--- config.mk ---
export PLATFORM = sky130hd
export DESIGN_NAME = mc_cu_flat
export DESIGN_NICKNAME = d
export VERILOG_FILES = /design/src/rtl/mc_cu_if.sv /design/src/rtl/mc_cu.sv /design/src/flat_wrapper.sv
export SDC_FILE = /design/constraint.sdc
export NUM_CORES = 1
export LEC_CHECK = 0
export CAP_MARGIN = 40
export CORE_UTILIZATION = 49
export CTS_CLUSTER_SIZE = 14
export DETAILED_ROUTE_END_ITERATION = 8
export HOLD_SLACK_MARGIN = 0.15
export MAX_ROUTING_LAYER = met4
export PLACE_DENSITY = 0.87
export SLEW_MARGIN = 20
export SYNTH_ARGS = -nofsm -noshare
export SYNTH_HDL_FRONTEND = slang
export SYNTH_SLANG_ARGS = --single-unit
--- constraint.sdc ---
create_clock -name clk -period 4.33 [get_ports clk]
set_input_delay 0.433 -clock clk [delete_from_list [all_inputs] [get_ports clk]]
set_output_delay 0.433 -clock clk [all_outputs]
set_load 0.03 [all_outputs]
--- src/rtl/mc_cu_if.sv ---
// Fetch and data-memory handshake bundle between the multi-cycle control unit
// and its instruction-fetch / load-store units.
interface mc_cu_if;
    // Handshake: a request is raised by the control unit and held high until the
    // matching ack is sampled high on a rising clock edge; the access completes on
    // that edge. An ack seen while its request is low is ignored.
    logic ifu_req;
    logic ifu_ack;
    logic ir_load;
    logic lsu_req;
    logic lsu_we;
    logic lsu_ack;

    modport master (
        output ifu_req,
        output ir_load,
        output lsu_req,
        output lsu_we,
        input  ifu_ack,
        input  lsu_ack
    );

    modport slave (
        input  ifu_req,
        input  ir_load,
        input  lsu_req,
        input  lsu_we,
        output ifu_ack,
        output lsu_ack
    );
endinterface

--- src/rtl/mc_cu.sv ---
// Multi-cycle RISC-V style control unit: sequences fetch, decode, execute,
// memory and write-back, owns the PC and retired counter, and traps on faults.
module mc_cu #(
    parameter int              XLEN   = 64,
    parameter logic [XLEN-1:0] RST_PC = 64'h8000_0000,
    parameter int              MEM_TO = 255,
    parameter int              TW     = 8
) (
    input  logic            clk,
    input  logic            rst_n,
    mc_cu_if.master         bus,
    input  logic            dec_jump,
    input  logic            dec_jumpr,
    input  logic            dec_branch,
    input  logic            dec_regwr,
    input  logic            dec_memrd,
    input  logic            dec_memwr,
    input  logic            dec_ebreak,
    input  logic            dec_illegal,
    input  logic [XLEN-1:0] alu_out,
    input  logic [XLEN-1:0] tgt_b,
    input  logic [XLEN-1:0] tgt_j,
    output logic [XLEN-1:0] pc,
    output logic            wen_regs,
    output logic            halt,
    output logic            trap,
    output logic [XLEN-1:0] retired,
    output logic [2:0]      state
);

    typedef enum logic [2:0] {
        S_FETCH  = 3'd0,
        S_DECODE = 3'd1,
        S_EXEC   = 3'd2,
        S_MEM    = 3'd3,
        S_WB     = 3'd4,
        S_HALT   = 3'd5,
        S_TRAP   = 3'd6
    } state_t;

    state_t          state_q, state_d;
    logic [XLEN-1:0] pc_q, pc_d;
    logic [XLEN-1:0] retired_q, retired_d;
    logic [TW-1:0]   tmo_q, tmo_d;
    logic [XLEN-1:0] npc;
    logic            tmo_hit;

    // The wait about to end is the MEM_TO-th one; an ack on it still wins.
    assign tmo_hit = (tmo_q == TW'(MEM_TO - 1));

    always_comb begin
        npc = pc_q + XLEN'(4);
        if (dec_jumpr) begin
            npc = {alu_out[XLEN-1:1], 1'b0};
        end else if (dec_jump) begin
            npc = tgt_j;
        end else if (dec_branch && (alu_out == XLEN'(1))) begin
            npc = tgt_b;
        end
    end

    always_ff @(posedge clk or negedge rst_n) begin
        if (!rst_n) begin
            state_q   <= S_FETCH;
            pc_q      <= RST_PC;
            retired_q <= '0;
            tmo_q     <= '0;
        end else begin
            state_q   <= state_d;
            pc_q      <= pc_d;
            retired_q <= retired_d;
            tmo_q     <= tmo_d;
        end
    end

    always_comb begin
        state_d   = state_q;
        pc_d      = pc_q;
        retired_d = retired_q;
        tmo_d     = tmo_q;
        case (state_q)
            S_FETCH: begin
                if (bus.ifu_ack) begin
                    state_d = S_DECODE;
                end else if (tmo_hit) begin
                    state_d = S_TRAP;
                end else begin
                    tmo_d = tmo_q + TW'(1);
                end
            end
            S_DECODE: begin
                if (dec_ebreak) begin
                    state_d = S_HALT;
                end else if (dec_illegal) begin
                    state_d = S_TRAP;
                end else begin
                    state_d = S_EXEC;
                end
            end
            S_EXEC: begin
                if (dec_memrd && dec_memwr) begin
                    state_d = S_TRAP;
                end else if (dec_memrd || dec_memwr) begin
                    state_d = S_MEM;
                    tmo_d   = '0;
                end else begin
                    state_d = S_WB;
                end
            end
            S_MEM: begin
                if (bus.lsu_ack) begin
                    state_d = S_WB;
                end else if (tmo_hit) begin
                    state_d = S_TRAP;
                end else begin
                    tmo_d = tmo_q + TW'(1);
                end
            end
            S_WB: begin
                // A misaligned target faults before commit: PC and retired stay put.
                if (npc[1]) begin
                    state_d = S_TRAP;
                end else begin
                    state_d   = S_FETCH;
                    pc_d      = npc;
                    retired_d = retired_q + XLEN'(1);
                    tmo_d     = '0;
                end
            end
            S_HALT: state_d = S_HALT;
            S_TRAP: state_d = S_TRAP;
            default: state_d = S_TRAP;
        endcase
    end

    // Requests are gated by rst_n so an in-flight handshake drops the moment reset asserts.
    assign bus.ifu_req = rst_n && (state_q == S_FETCH);
    assign bus.lsu_req = rst_n && (state_q == S_MEM);
    assign bus.lsu_we  = (state_q == S_MEM) && dec_memwr;
    assign bus.ir_load = (state_q == S_DECODE);
    assign wen_regs    = (state_q == S_WB) && dec_regwr;
    assign halt        = (state_q == S_HALT);
    assign trap        = (state_q == S_TRAP);
    assign pc          = pc_q;
    assign retired     = retired_q;
    assign state       = state_q;

endmodule

--- src/flat_wrapper.sv ---
// flat-port wrapper written by rule: the top's interface ports become plain ports
module mc_cu_flat 
#(
    parameter int              XLEN   = 64,
    parameter logic [XLEN-1:0] RST_PC = 64'h8000_0000,
    parameter int              MEM_TO = 255,
    parameter int              TW     = 8
)
  (clk, rst_n, dec_jump, dec_jumpr, dec_branch, dec_regwr, dec_memrd, dec_memwr, dec_ebreak, dec_illegal, alu_out, tgt_b, tgt_j, pc, wen_regs, halt, trap, retired, state, bus_ifu_req, bus_ir_load, bus_lsu_req, bus_lsu_we, bus_ifu_ack, bus_lsu_ack);
  mc_cu_if bus_i ();
  input  logic clk;
  input  logic rst_n;
  input  logic dec_jump;
  input  logic dec_jumpr;
  input  logic dec_branch;
  input  logic dec_regwr;
  input  logic dec_memrd;
  input  logic dec_memwr;
  input  logic dec_ebreak;
  input  logic dec_illegal;
  input  logic [XLEN-1:0] alu_out;
  input  logic [XLEN-1:0] tgt_b;
  input  logic [XLEN-1:0] tgt_j;
  output logic [XLEN-1:0] pc;
  output logic wen_regs;
  output logic halt;
  output logic trap;
  output logic [XLEN-1:0] retired;
  output logic [2:0] state;
  output wire logic [$bits(bus_i.ifu_req)-1:0] bus_ifu_req;
  output wire logic [$bits(bus_i.ir_load)-1:0] bus_ir_load;
  output wire logic [$bits(bus_i.lsu_req)-1:0] bus_lsu_req;
  output wire logic [$bits(bus_i.lsu_we)-1:0] bus_lsu_we;
  input wire logic [$bits(bus_i.ifu_ack)-1:0] bus_ifu_ack;
  input wire logic [$bits(bus_i.lsu_ack)-1:0] bus_lsu_ack;
  assign bus_ifu_req = bus_i.ifu_req;
  assign bus_ir_load = bus_i.ir_load;
  assign bus_lsu_req = bus_i.lsu_req;
  assign bus_lsu_we = bus_i.lsu_we;
  assign bus_i.ifu_ack = bus_ifu_ack;
  assign bus_i.lsu_ack = bus_lsu_ack;
  mc_cu #(.XLEN(XLEN), .RST_PC(RST_PC), .MEM_TO(MEM_TO), .TW(TW)) u_core (.clk(clk), .rst_n(rst_n), .bus(bus_i), .dec_jump(dec_jump), .dec_jumpr(dec_jumpr), .dec_branch(dec_branch), .dec_regwr(dec_regwr), .dec_memrd(dec_memrd), .dec_memwr(dec_memwr), .dec_ebreak(dec_ebreak), .dec_illegal(dec_illegal), .alu_out(alu_out), .tgt_b(tgt_b), .tgt_j(tgt_j), .pc(pc), .wen_regs(wen_regs), .halt(halt), .trap(trap), .retired(retired), .state(state));
endmodule
## Word level (Yosys, flattened, before mapping)

Cells that the tools add are included.

| word-level totals | value |
|---|---|
| register bits after elaboration | 138 |
| output and inout port bits | 138 |
| word-level logic and storage cells | 51 |
| input port bits | 204 |

| operators by class | value |
|---|---|
| mux-type cells | 19 |
| $add $sub $neg | 3 |
| bitwise operators | 1 |
| reductions and logical operators | 11 |
| equality and inequality tests | 13 |

Operators by type and width:

| kind | number |
|---|---|
| $mux W64 | 3 |
| $add A64 B1 Y64 const B | 1 |
| $add A64 B3 Y64 const B | 1 |
| $eq A64 B1 Y1 const B | 1 |
| $mux W8 | 6 |
| $pmux W8 S4 | 1 |
| $mux W3 | 8 |
| $pmux W3 S6 | 1 |
| $eq A3 B3 Y1 const B | 3 |
| $add A8 B1 Y8 const B | 1 |
| $eq A8 B8 Y1 const B | 1 |
| $ne A2 B2 Y1 const B | 4 |
| $eq A3 B2 Y1 const B | 2 |
| $logic_and A1 B1 Y1 | 6 |
| $reduce_and A6 Y1 | 1 |
| $reduce_bool A4 Y1 | 1 |
| $eq A3 B1 Y1 const B | 1 |
| $logic_not A3 Y1 | 1 |
| $ne A2 B1 Y1 const B | 1 |
| $reduce_and A2 Y1 | 1 |
| $logic_or A1 B1 Y1 | 1 |
| $not A1 Y1 | 1 |

## Logic depth before layout (Yosys ltp)

| logic depth | value |
|---|---|
| depth in word-level cells | 7 |
| depth in mapped cells | 11 |
| gate-level depth less buffers | 9 |

## Worst setup path before layout

Ideal clock, no wire load.

| path | value |
|---|---|
| path type | register to register |
| start point | reg u_core.pc_q[2] (netlist: u_core.pc[2]) |
| end point | reg u_core.pc_q[58] (netlist: u_core.pc[58]) |
| library setup time | 92 ps |
| period minus slack after synthesis | 2,482 ps |
| path slack | 1,848 ps |
| stages on the path, launching flop included | 10 |
| path buffers | 1 |
| arrival time | 2,390 ps |
| required time | 4,238 ps |
| cells stage by stage | dfrtp_1 ha_1 nand2_1 nor4_4 and2_1 buf_4 nand3_2 or3_1 and3_1 o31ai_2 |

| on the way | value |
|---|---|
| word-level cells in the longest chain between the ends | 4 |

RTL lines:

| item | line | RTL |
|---|---|---|
| start: declaration | mc_cu.sv:42 | `logic [XLEN-1:0] pc_q, pc_d;` |
| start signal: assignment | mc_cu.sv:70 | `pc_q <= pc_d;` |
| $add A64 B3 Y64 | mc_cu.sv:52 | `npc = pc_q + XLEN'(4);` |
| $mux W64 | mc_cu.sv:57 | `end else if (dec_branch && (alu_out == XLEN'(1))) begin` |
| $mux W64 | mc_cu.sv:55 | `end else if (dec_jump) begin` |
| $mux W64 | mc_cu.sv:53 | `if (dec_jumpr) begin` |

Every way passes these cells.
A chain may end at the register's enable or synchronous reset.

## Worst setup path after layout

| path | value |
|---|---|
| start point | in alu_out[46] |
| end point | reg u_core.pc_q[47] (netlist: u_core.pc[47]) |

| on the way | value |
|---|---|
| word-level cells in the longest chain between the ends | 7 |

RTL lines:

| item | line | RTL |
|---|---|---|
| start: declaration | flat_wrapper.sv:21 | `input logic [XLEN-1:0] alu_out;` |
| $eq A64 B1 Y1 (*) | mc_cu.sv:57 |  |
| $logic_and A1 B1 Y1 (*) | mc_cu.sv:57 |  |
| $mux W64 (*) | mc_cu.sv:57 |  |
| $mux W64 (*) | mc_cu.sv:55 |  |
| $mux W64 (*) | mc_cu.sv:53 |  |
| $not A1 Y1 (no source line) | -- |  |
| $reduce_and A2 Y1 (no source line) | -- |  |

Every way passes the cells marked *; elsewhere a longest branch is shown, timed or not.

==> results.txt <==
- The flow ran to the end, and the final reports show no timing, DRC or antenna violations.
* Post-synthesis sequential area ratio: 0.367
- Max FO, Critical Path: 10
- Clock skew after layout: 0.0125 ns
* Number of distinct library cell variants in the gate-level netlist after synthesis: 73
* Largest net degree at the start of global routing: 64
* Later-pin clock latency in the skew report: 0.43 ns
- Setup repair after global routing left no endpoint under its margin.
- Delay of the slowest cell on the worst path: 0.64 ns
- Num rows: 50
* Final routed wire length divided by cell count: 23.3 µm
* Drt first pass iters: 7
- The die covers 19700 µm².
- The filler cells instantiated in the layout total 1430.
- Hold is met by 0.427 ns.
- Global routing finished with a remaining overflow of 0.
- Of the total synthesized cell area, the portion taken by full adders, half adders and majority gates is 0.00798.
- Timing would allow up to 290 MHz.
- The worst setup path is captured at a flip-flop.
* Count of cells along the worst register-to-register path: 8
- Die extent in y: 141 µm
* 1st-iter DRT viols: 1383
- After synthesis, the mean cell area works out to 8.34 µm².
- Final weighted congestion in routability-driven placement: 1.01
- Leakage component of the power: 5.28 nW
- The first global-routing pass estimated 59100 µm of wire.
- Cell count after synthesis: 1128
- The die is 141 µm wide.
- Post-CTS timing repair inserted 0 buffers for setup.
* Dominant delay contributor by cell family on the critical path: simple AND/OR/NAND/NOR gates
- Critical path start-end classification: in -> reg
- Setup slack on the worst reg-to-reg path comes out at 1.29 ns.
- Fraction of the mapped netlist area in compound gates: 0.196
- In this run, post-CTS repair resized a total of 0 instances.
- Number of hold violations in the final report: 0
- After legalization and detailed placement, the total HPWL measured 29000 µm.
- Of the total synthesized cell area, the portion taken by AND, OR, NAND and NOR gates is 0.286.
- Number of setup violations in the final report: 0
* Antenna violations before repair: 1
* Worst-case clock buffer depth: 2
- The number of placed instances, taps included, is 1653.
- CTS placed an instance of sky130_fd_sc_hd__clkbuf_16 at the clock tree root.
- Slew Viols, Final: 0
- Count of yosys warnings during synthesis: 0
- Of the post-synthesis cell area, the part taken by muxes is 0.00852.
* Period minus WS final: 3.44 ns
- The synthesized design contains 138 register bits.
- Synth async-reset ratio: 1.00
* Non-filler instance count after layout: 1688
* Total DRC errors in the routed layout: 0
- Register clock-pin slew on the reported worst setup and hold paths: 0.07 ns
- The worst setup path is launched from a primary input.
- The tightest min-delay check is of the in -> reg type.
- Worst EP required: 4.67 ns
* CP max stage cell: sky130_fd_sc_hd__and2_0
* Starting density of the core: 0.501
- Levels on crit path: 9
- At the worst endpoint, the arrival time is 3.78 ns.
- Worst supply voltage drop on vdd: 0.000272 V
- Max-cap violations in this run came to 0.
- Of the cells placed in the final design, the portion with a size suffix greater than 1 is 0.0571.
- The number of global-route vias before repair is 10.4k.
- After synthesis, the largest family of logic cells by area is simple AND/OR/NAND/NOR gates.
* IO Port Bufs: 340
* Measured slew at the worst slew-check pin: 0.834 ns
* Antenna viol nets, final: 0
- Of the available clock period, the critical path in the final layout requires 0.795.
* Total Wirelength: 39200 µm
- Synthesis-to-layout area growth: 45.0%
* Netlist Area Pre-Place: 9400 µm²
* Num Clock Sinks: 138
- TritonCTS built the clock tree.
* Setup TNS after final layout: 0 ns
- Total vias in the final route: 11.0k
- Of the total synthesized cell area, the portion taken by XOR and XNOR cells is 0.0950.
- Walking the worst path, the cells encountered are clkdlybuf4s50_1, nor4_1, nand4_1, nor3_2, and2_0, buf_4, nor2_1, a211o_1, a31oi_1.
- Combined global-route utilization of all metal layers: 0.407
- The most used flip-flop cell after synthesis is sky130_fd_sc_hd__dfrtp_1.
- Synthesis produced a netlist with a net count of 1338.
- Using the TritonRoute via totals, the vias-per-cell ratio works out to 6.53.
- The worst hold path passes through 3 cells.
* Headroom to the max-slew limit: 0.443
- Final Core Density: 0.726
- For this run, the post-layout net count is 1651.
- Total core area: 18800 µm²
- Total clock buffers created by CTS: 17
* Number of flops mapped to enable cells by yosys: 0
- The clock tree synthesis step divided the H-tree into 4 levels.
- Top Ports: 342
- Number of buffers and inverters on the critical path: 2
- For this design the ratio of total power to cell area is 281 nW/µm².
[sequential cells by signal (all words and copies together) (netlist names)]
name,cells
u_core.pc,63
u_core.retired,64
u_core.state,3
u_core.tmo_q,8
[through the flow]
stage / total power, mW / area (µm²) / setup WS (ns)
2_1_floorplan: 1.82 / 9400 / 1.85
3_3_place_gp: 2.30 / 13000 / 0.778
3_5_place_dp: 2.31 / 13000 / 0.698
4_1_cts: 3.81 / 13600 / 1.00
5_1_grt: 3.94 / 13600 / 0.935
6_report: 3.83 / 13600 / 0.887
[cell usage after synthesis (14+ instances only)]
cell | instances | area share
sky130_fd_sc_hd__buf_2 | 14 | 0.0075
sky130_fd_sc_hd__a211o_1 | 14 | 0.013
sky130_fd_sc_hd__a21oi_1 | 47 | 0.025
sky130_fd_sc_hd__nand2_1 | 121 | 0.048
sky130_fd_sc_hd__nand4_1 | 49 | 0.033
sky130_fd_sc_hd__or3_1 | 37 | 0.025
sky130_fd_sc_hd__o21ai_0 | 65 | 0.035
sky130_fd_sc_hd__and3_1 | 23 | 0.015
sky130_fd_sc_hd__clkbuf_1 | 49 | 0.020
sky130_fd_sc_hd__nor3_1 | 30 | 0.016
sky130_fd_sc_hd__nand3_1 | 59 | 0.031
sky130_fd_sc_hd__o211ai_1 | 23 | 0.018
sky130_fd_sc_hd__xor2_1 | 33 | 0.031
sky130_fd_sc_hd__xnor2_1 | 69 | 0.064
sky130_fd_sc_hd__dfrtp_1 | 137 | 0.36
sky130_fd_sc_hd__inv_1 | 22 | 0.0088
sky130_fd_sc_hd__nor2_1 | 95 | 0.038
sky130_fd_sc_hd__nor4_1 | 36 | 0.024
sky130_fd_sc_hd__a31oi_1 | 38 | 0.025
[layout make-up]
| cell class | count | area, µm² | area share |
|---|---|---|---|
| clock inverters | 13 | 170 | 0.0125 |
| flip-flops and latches | 138 | 3450 | 0.253 |
| clock buffers | 18 | 429 | 0.0315 |
| well taps | 234 | 293 | 0.0215 |
| inverters | 23 | 86.3 | 0.00633 |
| multi-input cells | 899 | 5580 | 0.410 |
| repair buffers | 362 | 3610 | 0.265 |
| diodes | 1 | 2.50 | 0.000184 |
[cells by family after synthesis]
kind of cell / Yosys count
other cells: 1
mux: 8
simple gates: 506
flops: 138
xor+xnor: 102
fa+ha+maj: 6
buf+inv: 91
compound gates: 276
[final timing paths]
path                                                      from                              to
worst max-delay path                               alu_out[46]       u_core.pc[47]$_DFFE_PN0P_
worst min-delay path                                 dec_jumpr        u_core.pc[3]$_DFFE_PN0P_
worst max register to register       u_core.state[0]$_DFF_PN0_  u_core.retired[26]$_DFFE_PN0P_
worst min register to register  u_core.retired[33]$_DFFE_PN0P_  u_core.retired[33]$_DFFE_PN0P_
max in group asynchronous                                rst_n       u_core.pc[31]$_DFFE_PN1P_
min in group asynchronous                                rst_n  u_core.retired[51]$_DFFE_PN0P_
[routing by layer]
layer  routed length [µm]  share of wire  GRT usage  vias up
met4                 2670          0.068      0.255        0
met5                    0              0          -        -
met3                 4670           0.12     0.0978      192
met1                14400           0.37      0.497     5152
met2                17500           0.45      0.605      853
li1                     -              -          -     4833
[cell usage in the layout, fill, tap and decap left out, types with 6 or more instances in the layout]
cell type                         Yosys  routed
sky130_fd_sc_hd__o21a_1               6       6
sky130_fd_sc_hd__nor4_1              36      36
sky130_fd_sc_hd__o22ai_1              8       8
sky130_fd_sc_hd__a21oi_1             47      47
sky130_fd_sc_hd__ha_1                 6       6
sky130_fd_sc_hd__nand2_1            121     120
sky130_fd_sc_hd__buf_4                2      18
sky130_fd_sc_hd__inv_1               22      22
sky130_fd_sc_hd__mux2i_1              8       8
sky130_fd_sc_hd__and4_1               9       9
sky130_fd_sc_hd__or3_1               37      37
sky130_fd_sc_hd__o211ai_1            23      23
sky130_fd_sc_hd__xor2_1              33      33
sky130_fd_sc_hd__o21ai_0             65      65
sky130_fd_sc_hd__nor3_1              30      30
sky130_fd_sc_hd__a221oi_1             7       7
sky130_fd_sc_hd__a22oi_1             11      11
sky130_fd_sc_hd__clkbuf_16            0      17
sky130_fd_sc_hd__xnor2_1             69      69
sky130_fd_sc_hd__nand4_1             49      49
sky130_fd_sc_hd__nand3_1             59      59
sky130_fd_sc_hd__a211o_1             14      14
sky130_fd_sc_hd__clkdlybuf4s50_1      0     337
sky130_fd_sc_hd__and3_1              23      23
sky130_fd_sc_hd__a31oi_1             38      38
sky130_fd_sc_hd__o31ai_1             11      11
sky130_fd_sc_hd__nand2b_1             6       6
sky130_fd_sc_hd__dfrtp_1            137     137
sky130_fd_sc_hd__nor2_1              95      95
sky130_fd_sc_hd__nand3_2              6       6
[report_power, final]
part	leakage [nW]	internal, mW	total [mW]	switching [mW]
Clock	0.288	0.909	1.52	0.611
Sequential	1.75	1.36	1.48	0.123
Combinational	3.24	0.393	0.833	0.440
[repair_timing]
action / 4_1_cts / 5_1_grt
endpoints found under the setup margin: 0 / 0
hold endpoints to repair: 26 / 0
hold buffers: 1 / 0
[worst reg2reg max path, delay by kind of cell, from the launching register on]
family	cells	cell delay (ns)
simple gates	5	1.70
buf+inv	1	0.22
xor+xnor	1	0.17
compound gates	1	0.28
flops	1	0.56
Power figures use the tool's default switching activity.
